===== src/rtl/vga_comp_pkg.sv =====
// Shared types for the VGA sprite compositor: sprite slot record, texture
// class names, screen width and the RGB -> BGR pin-order helper.
package vga_comp_pkg;

  localparam int SCREEN_W = 640;

  typedef enum logic [1:0] {
    CLS_BLACK,
    CLS_SKELETON,
    CLS_CREEPER,
    CLS_ZOMBIE
  } sprite_cls_e;

  typedef struct packed {
    logic [9:0]  x;
    logic [8:0]  y;
    logic [9:0]  w;
    logic [8:0]  h;
    sprite_cls_e cls;
    logic        vis;
    logic        blink;
  } sprite_t;

  localparam sprite_t SPRITE_EMPTY = sprite_t'('0);

  // ROM data is {r,g,b}; the DAC pins expect {b,g,r}.
  function automatic logic [11:0] rgb_to_bgr(input logic [11:0] rgb);
    return {rgb[3:0], rgb[7:4], rgb[11:8]};
  endfunction

endpackage


===== src/rtl/vga_comp_hit_sel.sv =====
// Combinational hit test over the active sprite table plus lowest-index
// priority select. Besides the hit flag it hands back the winning slot's
// texture class and the pixel offset inside that sprite.
module vga_comp_hit_sel
  import vga_comp_pkg::*;
#(
  parameter int NUM_SPRITES = 16
) (
  input  sprite_t     i_table [NUM_SPRITES],
  input  logic [9:0]  i_pix_x,
  input  logic [8:0]  i_pix_y,
  input  logic        i_blink_phase,
  output logic        o_hit,
  output sprite_cls_e o_cls,
  output logic [9:0]  o_dx,
  output logic [8:0]  o_dy
);

  logic [NUM_SPRITES-1:0] w_slot_hit;

  // Per-slot rectangle test; ends are one bit wider so sprites running past
  // the right/bottom edge of the coordinate space do not wrap around.
  always_comb begin
    w_slot_hit = '0;
    for (int i = 0; i < NUM_SPRITES; i++) begin
      w_slot_hit[i] = i_table[i].vis
                   && !(i_table[i].blink && i_blink_phase)
                   && ({1'b0, i_pix_x} >= {1'b0, i_table[i].x})
                   && ({1'b0, i_pix_x} <  ({1'b0, i_table[i].x} + {1'b0, i_table[i].w}))
                   && ({1'b0, i_pix_y} >= {1'b0, i_table[i].y})
                   && ({1'b0, i_pix_y} <  ({1'b0, i_table[i].y} + {1'b0, i_table[i].h}));
    end
  end

  // Scan from the highest index down so the lowest hitting slot writes last.
  always_comb begin
    o_hit = 1'b0;
    o_cls = CLS_BLACK;
    o_dx  = '0;
    o_dy  = '0;
    for (int i = NUM_SPRITES - 1; i >= 0; i--) begin
      if (w_slot_hit[i]) begin
        o_hit = 1'b1;
        o_cls = i_table[i].cls;
        o_dx  = i_pix_x - i_table[i].x;
        o_dy  = i_pix_y - i_table[i].y;
      end
    end
  end

endmodule


===== src/rtl/vga_sprite_compositor.sv =====
// Pipelined sprite compositor for the VGA path. Game logic writes a shadow
// sprite table that is copied to the active table on frame_start; each pixel
// is hit-tested (S0), waits ROM_LAT cycles for sprite/background ROM data,
// and is resolved to a registered BGR colour.
// Optional feature macro: VGA_COMP_BLINK_EN (frame counter + blink phase that
// hides slots with the blink attribute on alternate BLINK_FRAMES periods).
module vga_sprite_compositor
  import vga_comp_pkg::*;
#(
`ifdef VGA_COMP_BLINK_EN
  parameter int          BLINK_FRAMES = 16,
`endif
  parameter int          NUM_SPRITES  = 16,
  parameter int          NUM_CLASSES  = 4,
  parameter int          TILE_SIZE    = 30,
  parameter int          ROM_LAT      = 1,
  parameter logic [11:0] KEY_COLOR    = 12'hF0F,
  parameter int          UPPER_BOUND  = 20,
  parameter int          LOWER_BOUND  = 460,
  parameter logic [11:0] BORDER_COLOR = 12'h000,
  localparam int         IDX_W        = $clog2(NUM_SPRITES),
  localparam int         CLS_IW       = $clog2(NUM_CLASSES)
) (
  input  logic              i_clk,
  input  logic              i_rst,
  input  logic              i_pix_valid,
  input  logic [9:0]        i_pix_x,
  input  logic [8:0]        i_pix_y,
  input  logic              i_frame_start,
  input  logic              i_wr_valid,
  output logic              o_wr_ready,
  input  logic [IDX_W-1:0]  i_wr_idx,
  input  logic [9:0]        i_wr_x,
  input  logic [8:0]        i_wr_y,
  input  logic [9:0]        i_wr_w,
  input  logic [8:0]        i_wr_h,
  input  logic [CLS_IW-1:0] i_wr_class,
  input  logic              i_wr_vis,
  input  logic              i_wr_blink,
  output logic [9:0]        o_rom_addr,
  output logic [CLS_IW-1:0] o_rom_class,
  input  logic [11:0]       i_rom_data,
  output logic [18:0]       o_bg_addr,
  input  logic [11:0]       i_bg_data,
  output logic [11:0]       o_rgb,
  output logic              o_rgb_valid
);

  sprite_t r_shadow [NUM_SPRITES];
  sprite_t r_active [NUM_SPRITES];

  sprite_t w_wr_slot;
  logic    w_wr_fire;
  logic    w_blink_phase;

  // The commit cycle owns the shadow table, so writes are refused there.
  assign o_wr_ready = !i_rst && !i_frame_start;
  assign w_wr_fire  = i_wr_valid && o_wr_ready && (32'(i_wr_idx) < NUM_SPRITES);
  assign w_wr_slot  = '{x: i_wr_x, y: i_wr_y, w: i_wr_w, h: i_wr_h,
                        cls: sprite_cls_e'(2'(i_wr_class)),
                        vis: i_wr_vis, blink: i_wr_blink};

  // Shadow table takes writes; active table changes only at frame_start.
  always_ff @(posedge i_clk) begin
    if (i_rst) begin
      for (int i = 0; i < NUM_SPRITES; i++) begin
        r_shadow[i] <= SPRITE_EMPTY;
        r_active[i] <= SPRITE_EMPTY;
      end
    end else begin
      if (w_wr_fire)     r_shadow[i_wr_idx] <= w_wr_slot;
      if (i_frame_start) r_active <= r_shadow;
    end
  end

`ifdef VGA_COMP_BLINK_EN
  localparam int BCW = (BLINK_FRAMES > 2) ? $clog2(BLINK_FRAMES) : 1;
  logic [BCW-1:0] r_blink_cnt;
  logic           r_blink_phase;

  // Count frames; every BLINK_FRAMES frame starts flip the blink phase.
  always_ff @(posedge i_clk) begin
    if (i_rst) begin
      r_blink_cnt   <= '0;
      r_blink_phase <= 1'b0;
    end else if (i_frame_start) begin
      if (r_blink_cnt == BCW'(BLINK_FRAMES - 1)) begin
        r_blink_cnt   <= '0;
        r_blink_phase <= !r_blink_phase;
      end else begin
        r_blink_cnt <= r_blink_cnt + 1'b1;
      end
    end
  end

  assign w_blink_phase = r_blink_phase;
`else
  assign w_blink_phase = 1'b0;
`endif

  logic        w_hit;
  sprite_cls_e w_hit_cls;
  logic [9:0]  w_dx;
  logic [8:0]  w_dy;

  vga_comp_hit_sel #(.NUM_SPRITES(NUM_SPRITES)) u_hit_sel (
    .i_table       (r_active),
    .i_pix_x       (i_pix_x),
    .i_pix_y       (i_pix_y),
    .i_blink_phase (w_blink_phase),
    .o_hit         (w_hit),
    .o_cls         (w_hit_cls),
    .o_dx          (w_dx),
    .o_dy          (w_dy)
  );

  logic [4:0]  w_tx;
  logic [4:0]  w_ty;
  logic [9:0]  w_rom_addr;
  logic        w_border;
  logic [18:0] w_bg_addr;

  assign w_tx       = 5'(w_dx % 10'(TILE_SIZE));
  assign w_ty       = 5'(w_dy % 9'(TILE_SIZE));
  assign w_rom_addr = w_hit ? (10'(w_ty) * 10'(TILE_SIZE) + 10'(w_tx)) : 10'd0;
  assign w_border   = ({1'b0, i_pix_y} < 10'(UPPER_BOUND)) ||
                      ({1'b0, i_pix_y} >= 10'(LOWER_BOUND));
  assign w_bg_addr  = w_border ? 19'd0
                    : 19'(i_pix_x) + 19'(i_pix_y - 9'(UPPER_BOUND)) * 19'(SCREEN_W);

  logic r_s0_hit;
  logic r_s0_border;
  logic r_s0_valid;

  // S0: register ROM addresses and the per-pixel flags.
  always_ff @(posedge i_clk) begin
    if (i_rst) begin
      o_rom_addr  <= '0;
      o_rom_class <= '0;
      o_bg_addr   <= '0;
      r_s0_hit    <= 1'b0;
      r_s0_border <= 1'b0;
      r_s0_valid  <= 1'b0;
    end else begin
      o_rom_addr  <= w_rom_addr;
      o_rom_class <= w_hit ? CLS_IW'(w_hit_cls) : '0;
      o_bg_addr   <= w_bg_addr;
      r_s0_hit    <= w_hit;
      r_s0_border <= w_border;
      r_s0_valid  <= i_pix_valid;
    end
  end

  logic [ROM_LAT-1:0] r_dly_hit;
  logic [ROM_LAT-1:0] r_dly_border;
  logic [ROM_LAT-1:0] r_dly_valid;

  // Delay the flags so they line up with the ROM read data.
  always_ff @(posedge i_clk) begin
    if (i_rst) begin
      r_dly_hit    <= '0;
      r_dly_border <= '0;
      r_dly_valid  <= '0;
    end else begin
      r_dly_hit[0]    <= r_s0_hit;
      r_dly_border[0] <= r_s0_border;
      r_dly_valid[0]  <= r_s0_valid;
      for (int i = 1; i < ROM_LAT; i++) begin
        r_dly_hit[i]    <= r_dly_hit[i-1];
        r_dly_border[i] <= r_dly_border[i-1];
        r_dly_valid[i]  <= r_dly_valid[i-1];
      end
    end
  end

  logic [11:0] w_final;

  // Colour select: border beats sprite, key-coloured texels show background.
  always_comb begin
    w_final = i_bg_data;
    if (r_dly_border[ROM_LAT-1]) begin
      w_final = BORDER_COLOR;
    end else if (r_dly_hit[ROM_LAT-1] && (i_rom_data != KEY_COLOR)) begin
      w_final = i_rom_data;
    end
  end

  // Output register; blanking pixels drive black.
  always_ff @(posedge i_clk) begin
    if (i_rst) begin
      o_rgb       <= '0;
      o_rgb_valid <= 1'b0;
    end else if (r_dly_valid[ROM_LAT-1]) begin
      o_rgb       <= rgb_to_bgr(w_final);
      o_rgb_valid <= 1'b1;
    end else begin
      o_rgb       <= '0;
      o_rgb_valid <= 1'b0;
    end
  end

endmodule

===== config.mk =====
export PLATFORM = sky130hd
export DESIGN_NAME = vga_sprite_compositor
export DESIGN_NICKNAME = d
export VERILOG_FILES = /design/src/rtl/vga_comp_pkg.sv /design/src/rtl/vga_comp_hit_sel.sv /design/src/rtl/vga_sprite_compositor.sv
export SDC_FILE = /design/constraint.sdc
export NUM_CORES = 2
export LEC_CHECK = 0
export ABC_CLOCK_PERIOD_IN_PS = 11000
export CORE_ASPECT_RATIO = 1.5
export CORE_MARGIN = 8
export CORE_UTILIZATION = 55
export DETAILED_ROUTE_END_ITERATION = 10
export PLACE_DENSITY = 0.72
export SKIP_LAST_GASP = 1
export SLEW_MARGIN = 30
export SYNTH_ARGS = -nofsm -noshare
export SYNTH_HDL_FRONTEND = slang
export SYNTH_HIERARCHICAL = 1
export SYNTH_SLANG_ARGS = --single-unit

===== constraint.sdc =====
create_clock -name i_clk -period 11 [get_ports i_clk]
set_input_delay 2.2 -clock i_clk [delete_from_list [all_inputs] [get_ports i_clk]]
set_output_delay 2.2 -clock i_clk [all_outputs]
set_load 0.1 [all_outputs]

# Word-level counts from Yosys, hierarchy flattened
# Index checks and enable logic that the tools add are counted.
# Widths: inputs -> output; s select.
dict set report op_classes {
  n_addsub 67
  multipliers 2
  n_div 2
  n_lt_le_gt_ge 68
  eq_ne 1
  mux 69
  bitwise 3
  n_reduce_logical 74
}
# op n
set ops {}
lappend ops {{$bwmux 672} 1}
lappend ops {{$add 10x10->11} 16}
lappend ops {{$lt 10x11->1} 16}
lappend ops {{$demux 42 s4} 1}
lappend ops {{$add 9x9->10} 16}
lappend ops {{$ge 10x10->1} 16}
lappend ops {{$lt 9x10->1} 16}
lappend ops {{$mux 10} 16}
lappend ops {{$sub 10x10->10} 16}
lappend ops {{$ge 9x9->1} 16}
lappend ops {{$mux 9} 16}
lappend ops {{$sub 9x9->9} 16}
lappend ops {{$logic_and 1x1->1} 68}
lappend ops {{$mux 42} 1}
lappend ops {{$mux 2} 16}
lappend ops {{$add 10x19->19} 1}
lappend ops {{$mul 19x3->12 const B} 1}
lappend ops {{$mux 1} 17}
lappend ops {{$mux 12} 1}
lappend ops {{$ne 12x12->1 const B} 1}
lappend ops {{$add 10x5->10} 1}
lappend ops {{$mod 10x5->10 const B} 1}
lappend ops {{$sub 9x5->10 const B} 1}
lappend ops {{$ge 9x9->1 const B} 1}
lappend ops {{11 further kinds} 14}
dict set report word_totals {
  regBits 1378
  output_inout_bits 45
  elab_cells 505
}

# Logic depth before layout (Yosys ltp)
dict set report logic_depth {
  word_depth 24
  depth_mapped 47
  ltp_nobuf 44
}

# Hierarchy
# Netlist, hierarchy kept.
# module instances cells_per_inst area_each_um2 seq_area_each_um2
set by_module_without_submodules {}
lappend by_module_without_submodules {vga_sprite_compositor 1 5655 50368.3 27906.8}
lappend by_module_without_submodules {vga_comp_hit_sel 1 4485 33507.1 0.0}

# Worst setup path after synthesis
# OpenSTA, ideal clock, no wires.
dict set report synth_timing {
  path_type {input to register}
  start {in i_pix_x[0]}
  end {reg o_rom_addr[8]}
  setup_ns 0.124
  t_arrival_ns 9.741
  slack_ns 1.135
  cell_stages 38
  cell_sequence {buf_2 > inv_1 > ha_1 > fa_1 > nand2b_1 > a21oi_1 > a41o_1 > a2111oi_0 > nor4_1 > o21a_1 > clkbuf_1 > nor2_1 > a22o_1 > a211o_1 > o31ai_1 > clkbuf_1 > inv_1 > a21o_1 > [2 not listed] > ha_1 > a31o_1 > a21oi_2 > mux2_2 > inv_1 > fa_1 > inv_1 > fa_1 > inv_1 > fa_1 > inv_1 > ha_1 > nor2b_1 > nor2_1 > nor2_1 > nand2_1 > xor2_1 > nor2_1}
}
dict set report synth_via {
  elab_chain_cells 24
  elab_cells_between_ends 166
}
# item line_no
set synth_rtl {}
lappend synth_rtl {{start, declared} vga_sprite_compositor.sv:27} ;# input logic [9:0] i_pix_x,
lappend synth_rtl {{$ge 10x10->1} vga_comp_hit_sel.sv:28} ;# && ({1'b0, i_pix_x} >= {1'b0, i_table[i].x})
lappend synth_rtl {{$logic_and 1x1->1} vga_comp_hit_sel.sv:28}
lappend synth_rtl {{$logic_and 1x1->1} vga_comp_hit_sel.sv:29} ;# && ({1'b0, i_pix_x} < ({1'b0, i_table[i].x} + {1'b0, i_table[i].w}))
lappend synth_rtl {{$logic_and 1x1->1} vga_comp_hit_sel.sv:30} ;# && ({1'b0, i_pix_y} >= {1'b0, i_table[i].y})
lappend synth_rtl {{$logic_and 1x1->1} vga_comp_hit_sel.sv:31} ;# && ({1'b0, i_pix_y} < ({1'b0, i_table[i].y} + {1'b0, i_table[i].h}));
lappend synth_rtl {{$mux 9 (15 in a row)} vga_comp_hit_sel.sv:42} ;# if (w_slot_hit[i]) begin
lappend synth_rtl {{$mux 9 (*)} vga_comp_hit_sel.sv:42}
lappend synth_rtl {{net w_dy[4]} vga_sprite_compositor.sv:104} ;# logic [8:0] w_dy;
lappend synth_rtl {{$mod 9x5->9 (*)} vga_sprite_compositor.sv:124} ;# assign w_ty = 5'(w_dy % 9'(TILE_SIZE));
lappend synth_rtl {{$mul 5x4->9 (*)} vga_sprite_compositor.sv:125} ;# assign w_rom_addr = w_hit ? (10'(w_ty) * 10'(TILE_SIZE) + 10'(w_tx)) : 10'd0;
lappend synth_rtl {{$add 10x5->10 (*)} vga_sprite_compositor.sv:125}
lappend synth_rtl {{end signal, assigned} vga_sprite_compositor.sv:145} ;# o_rom_addr <= w_rom_addr;
lappend synth_rtl {{end, declared} vga_sprite_compositor.sv:40} ;# output logic [9:0] o_rom_addr,
# Mark *: on every way through the listed nets, which the timed path passes. The rest lies on a longest branch.
# A chain may end at the register's enable or synchronous reset.

# Worst setup path after layout
dict set report layout_timing {
  start {reg r_active[327] (netlist name)}
  end {reg o_rom_addr[6]}
}
dict set report layout_via {
  elab_chain_cells 17
  elab_cells_between_ends 41
}
# item line_no
set layout_rtl {}
lappend layout_rtl {{start, declared} vga_sprite_compositor.sv:50} ;# sprite_t r_active [NUM_SPRITES];
lappend layout_rtl {{start signal, assigned} vga_sprite_compositor.sv:72} ;# if (i_frame_start) r_active <= r_shadow;
lappend layout_rtl {{$add 10x10->11 / $ge 10x10->1 (equally long branches)} {vga_comp_hit_sel.sv:29, vga_comp_hit_sel.sv:28}}
lappend layout_rtl {{$lt 10x11->1 / $logic_and 1x1->1 (equally long branches)} {vga_comp_hit_sel.sv:29, vga_comp_hit_sel.sv:28}}
lappend layout_rtl {{$logic_and 1x1->1 (*)} vga_comp_hit_sel.sv:29}
lappend layout_rtl {{$logic_and 1x1->1 (*)} vga_comp_hit_sel.sv:30}
lappend layout_rtl {{$logic_and 1x1->1 (*)} vga_comp_hit_sel.sv:31}
lappend layout_rtl {{$mux 9 (*) (9 in a row)} vga_comp_hit_sel.sv:42}
lappend layout_rtl {{net w_dy[6]} vga_sprite_compositor.sv:104}
lappend layout_rtl {{$mod 9x5->9 (*)} vga_sprite_compositor.sv:124}
lappend layout_rtl {{$mul 5x4->9 (*)} vga_sprite_compositor.sv:125}
lappend layout_rtl {{$add 10x5->10 (*)} vga_sprite_compositor.sv:125}
# Marked as above.

==> results.cfg <==
[grt]
antenna_found_initial = 20
grt_max_degree = 226
grt_pass1_wl_um = 447500
grt_pass1_vias = 72661
track_usage_pct = 35.44
gr-total-overflow = 0

[place]
dpl_cell_area_mm2 = 0.08845
dp_cells = 12117
routabilityCongestion = 0.9941
hpwl_um = 220800
port_buffers = 138

[sta]
rsz0062_at_grt = no
fmax_mhz = 97.44
hold_violations = 0
setup_violations = 0
tns_ps = 0
slew_viol_final = 0
worst_pin_slew_ps = 1097
min_period_ps = 10260
finalClockSkew_ps = 35.05
timing.slew.headroom_pct = 26.84
finalCritPeriodShare_pct = 93.30

[logic_synthesis]
synth_cell_types = 107
synth.avg_cell_area_um2 = 8.272
async_flop_share_pct = 0
yosys_warnings = 6
synth-seq-cells = 1394
synth_area_mm2 = 0.08388
synth_ff_type = dfxtp_1
synth_cells = 10140
synth_top_cell_by_area = dfxtp_1
ys_seq_area_share_pct = 33.27
ys_top_cells_by_area = dfxtp_1, ha_1, mux2i_1, nand2_1, a21oi_1
syn_nets = 11228
synth_top_area_share_pct = 33.27
synth_edf_count = 0

[run_status]
run_status = complete, no violations

[finish]
mostFrequentLayoutCells = nand2_1, dfxtp_1, a21oi_1, nor2_1, ha_1
area_growth_pct = 11.20
multi_input_area_mm2 = 0.05238
layout-drive-gt1-share_pct = 6.744
final_common_cell = nand2_1
nets = 11310
final_util_pct = 61.55
fillers = 13417
regArea_mm2 = 0.02791
final_cell_area_mm2 = 0.09327
final_cells = 12379

[detailed_routing]
wl_per_cell_um = 24.74
wl_um = 306200
routed_via_density = 6.056
dr.pass1.iters = 6
vias = 74962
ant_nets = 0
drtIter0Drc = 5959
drc_errors = 0

[worst_setup_path]
worst_setup_path_end_kind = flip-flop
slowest_delay_ps = 650
arrival_ps = 10940
cp_max_fo = 5
r2r_cells = 47
cp.required_ps = 11670
start_kind = flip-flop
critPathMostFrequentCell = buf_4
path_class = reg -> reg
slowest_stage = o41ai_1

[cts]
numCtsBuffers = 138
clk_latency_ps = 810
cts.repair.resized = 0
cts_tree = yes
cts_buffer_depth = 3
cts_root_buffer = clkbuf_16
htreeDepth = 4
cts_sinks = 1394
post_cts_buffers = 0
clk_pin_slew_ps = 60
cts_hold_buffers = 0

[floorplan]
die_x_um = 334.9
die_area_mm2 = 0.1655
boundaryPins = 139
std_cell_rows = 175
fp.dieH_um = 494.3
core-area_mm2 = 0.1515
start_util_pct = 55.36

[min_path]
min_path_type = reg -> reg
worstHoldPathCells = 2

[job]
maxCapViolCount = 0

[pwr]
total_leakage_power_nw = 38.34
powerDensity_mw_per_mm2 = 123.2
ir_worst_vdd_mv = 0.1503
through the flow:
stage               power, mW  hold WS, ps  setup WS (ps)
finish                  11.49        453.0          737.2
global placement        6.543        416.0          270.8
detailed placement      6.555        432.6          280.8
global route            11.82        468.0          295.5
CTS                     11.53        455.0          805.1
floorplan               6.019        413.8           1135
cell usage after synthesis, drive strengths merged, types with 95 or more instances:
| library cell | instances |
|---|---|
| nor2 | 994 |
| xor2 | 229 |
| clkbuf | 419 |
| o21a | 95 |
| ha | 920 |
| dfxtp | 1394 |
| nand2 | 1611 |
| o21ai | 338 |
| inv | 472 |
| a21o | 150 |
| nor2b | 117 |
| nand3 | 103 |
| xnor2 | 234 |
| mux2i | 687 |
| a21oi | 1135 |
| nand2b | 101 |
layout make-up:
cell class                      instances  share of cell area (%)
Inverter                              472                   1.900
Clock buffer                          186                   4.133
Tap cell                             2035                   2.730
Timing Repair Buffer                  454                   4.131
Sequential cell                      1394                   29.92
Antenna cell                            9                 0.02415
Clock inverter                         67                  0.9954
Multi-Input combinational cell       7762                   56.17
state kept, by name, indices dropped and copies added, names as in the netlist:
signal and cells:
o_rgb_valid 1, r_dly_hit 1, r_s0_hit 1, o_rom_class 2, r_active 672, o_bg_addr 19, o_rgb 12, r_s0_valid 1
r_s0_border 1, r_shadow 672, r_dly_valid 1, o_rom_addr 10, r_dly_border 1
per-layer routing:
| layer | track usage (%) | part of all wire [%] | up-vias | routed length [um] |
|---|---|---|---|---|
| met5 | 0 | 0.0072 | - | 22 |
| met3 | 5.015 | 5.9 | 888 | 17950 |
| li1 | - | - | 35219 | - |
| met1 | 39.60 | 37 | 36241 | 114700 |
| met2 | 61.43 | 48 | 2610 | 147700 |
| met4 | 25.63 | 8.4 | 4 | 25850 |
power by group:
part | internal, mW | total, mW | switching, mW
combinational | 0.443 | 1.39 | 0.943
clock | 2.80 | 5.02 | 2.22
sequential | 5.07 | 5.08 | 0.0125
total | 8.31 | 11.5 | 3.18
worst paths after layout:
path	start	to	slack (ps)
worst max-delay path	r_active[327]	o_rom_addr[6]	740
worst min-delay path	r_shadow[607]	r_shadow[607]	450
worst min register to register	r_shadow[607]	r_shadow[607]	450
worst max register to register	r_active[327]	o_rom_addr[6]	740
critical path, delay by kind of cell (launching register included):
kind / cells / cell delay (ps)
muxes: 2 / 640
xor gates and xnor gates: 2 / 200
adders and majority gates: 7 / 2540
buffers and inverters: 9 / 1040
and+or+nand+nor: 8 / 860
AOI/OAI and AO/OA: 19 / 4280
DFF: 1 / 590
kinds of logic after synthesis:
logic type,share of synthesized area (%)
simple gates,16.58
compound gates,17.00
flops,33.27
fa+ha+maj,15.54
buf+inv,4.495
mux,8.279
xor+xnor,4.835
other cells,0.004471
(Power assumes the default switching activity.)
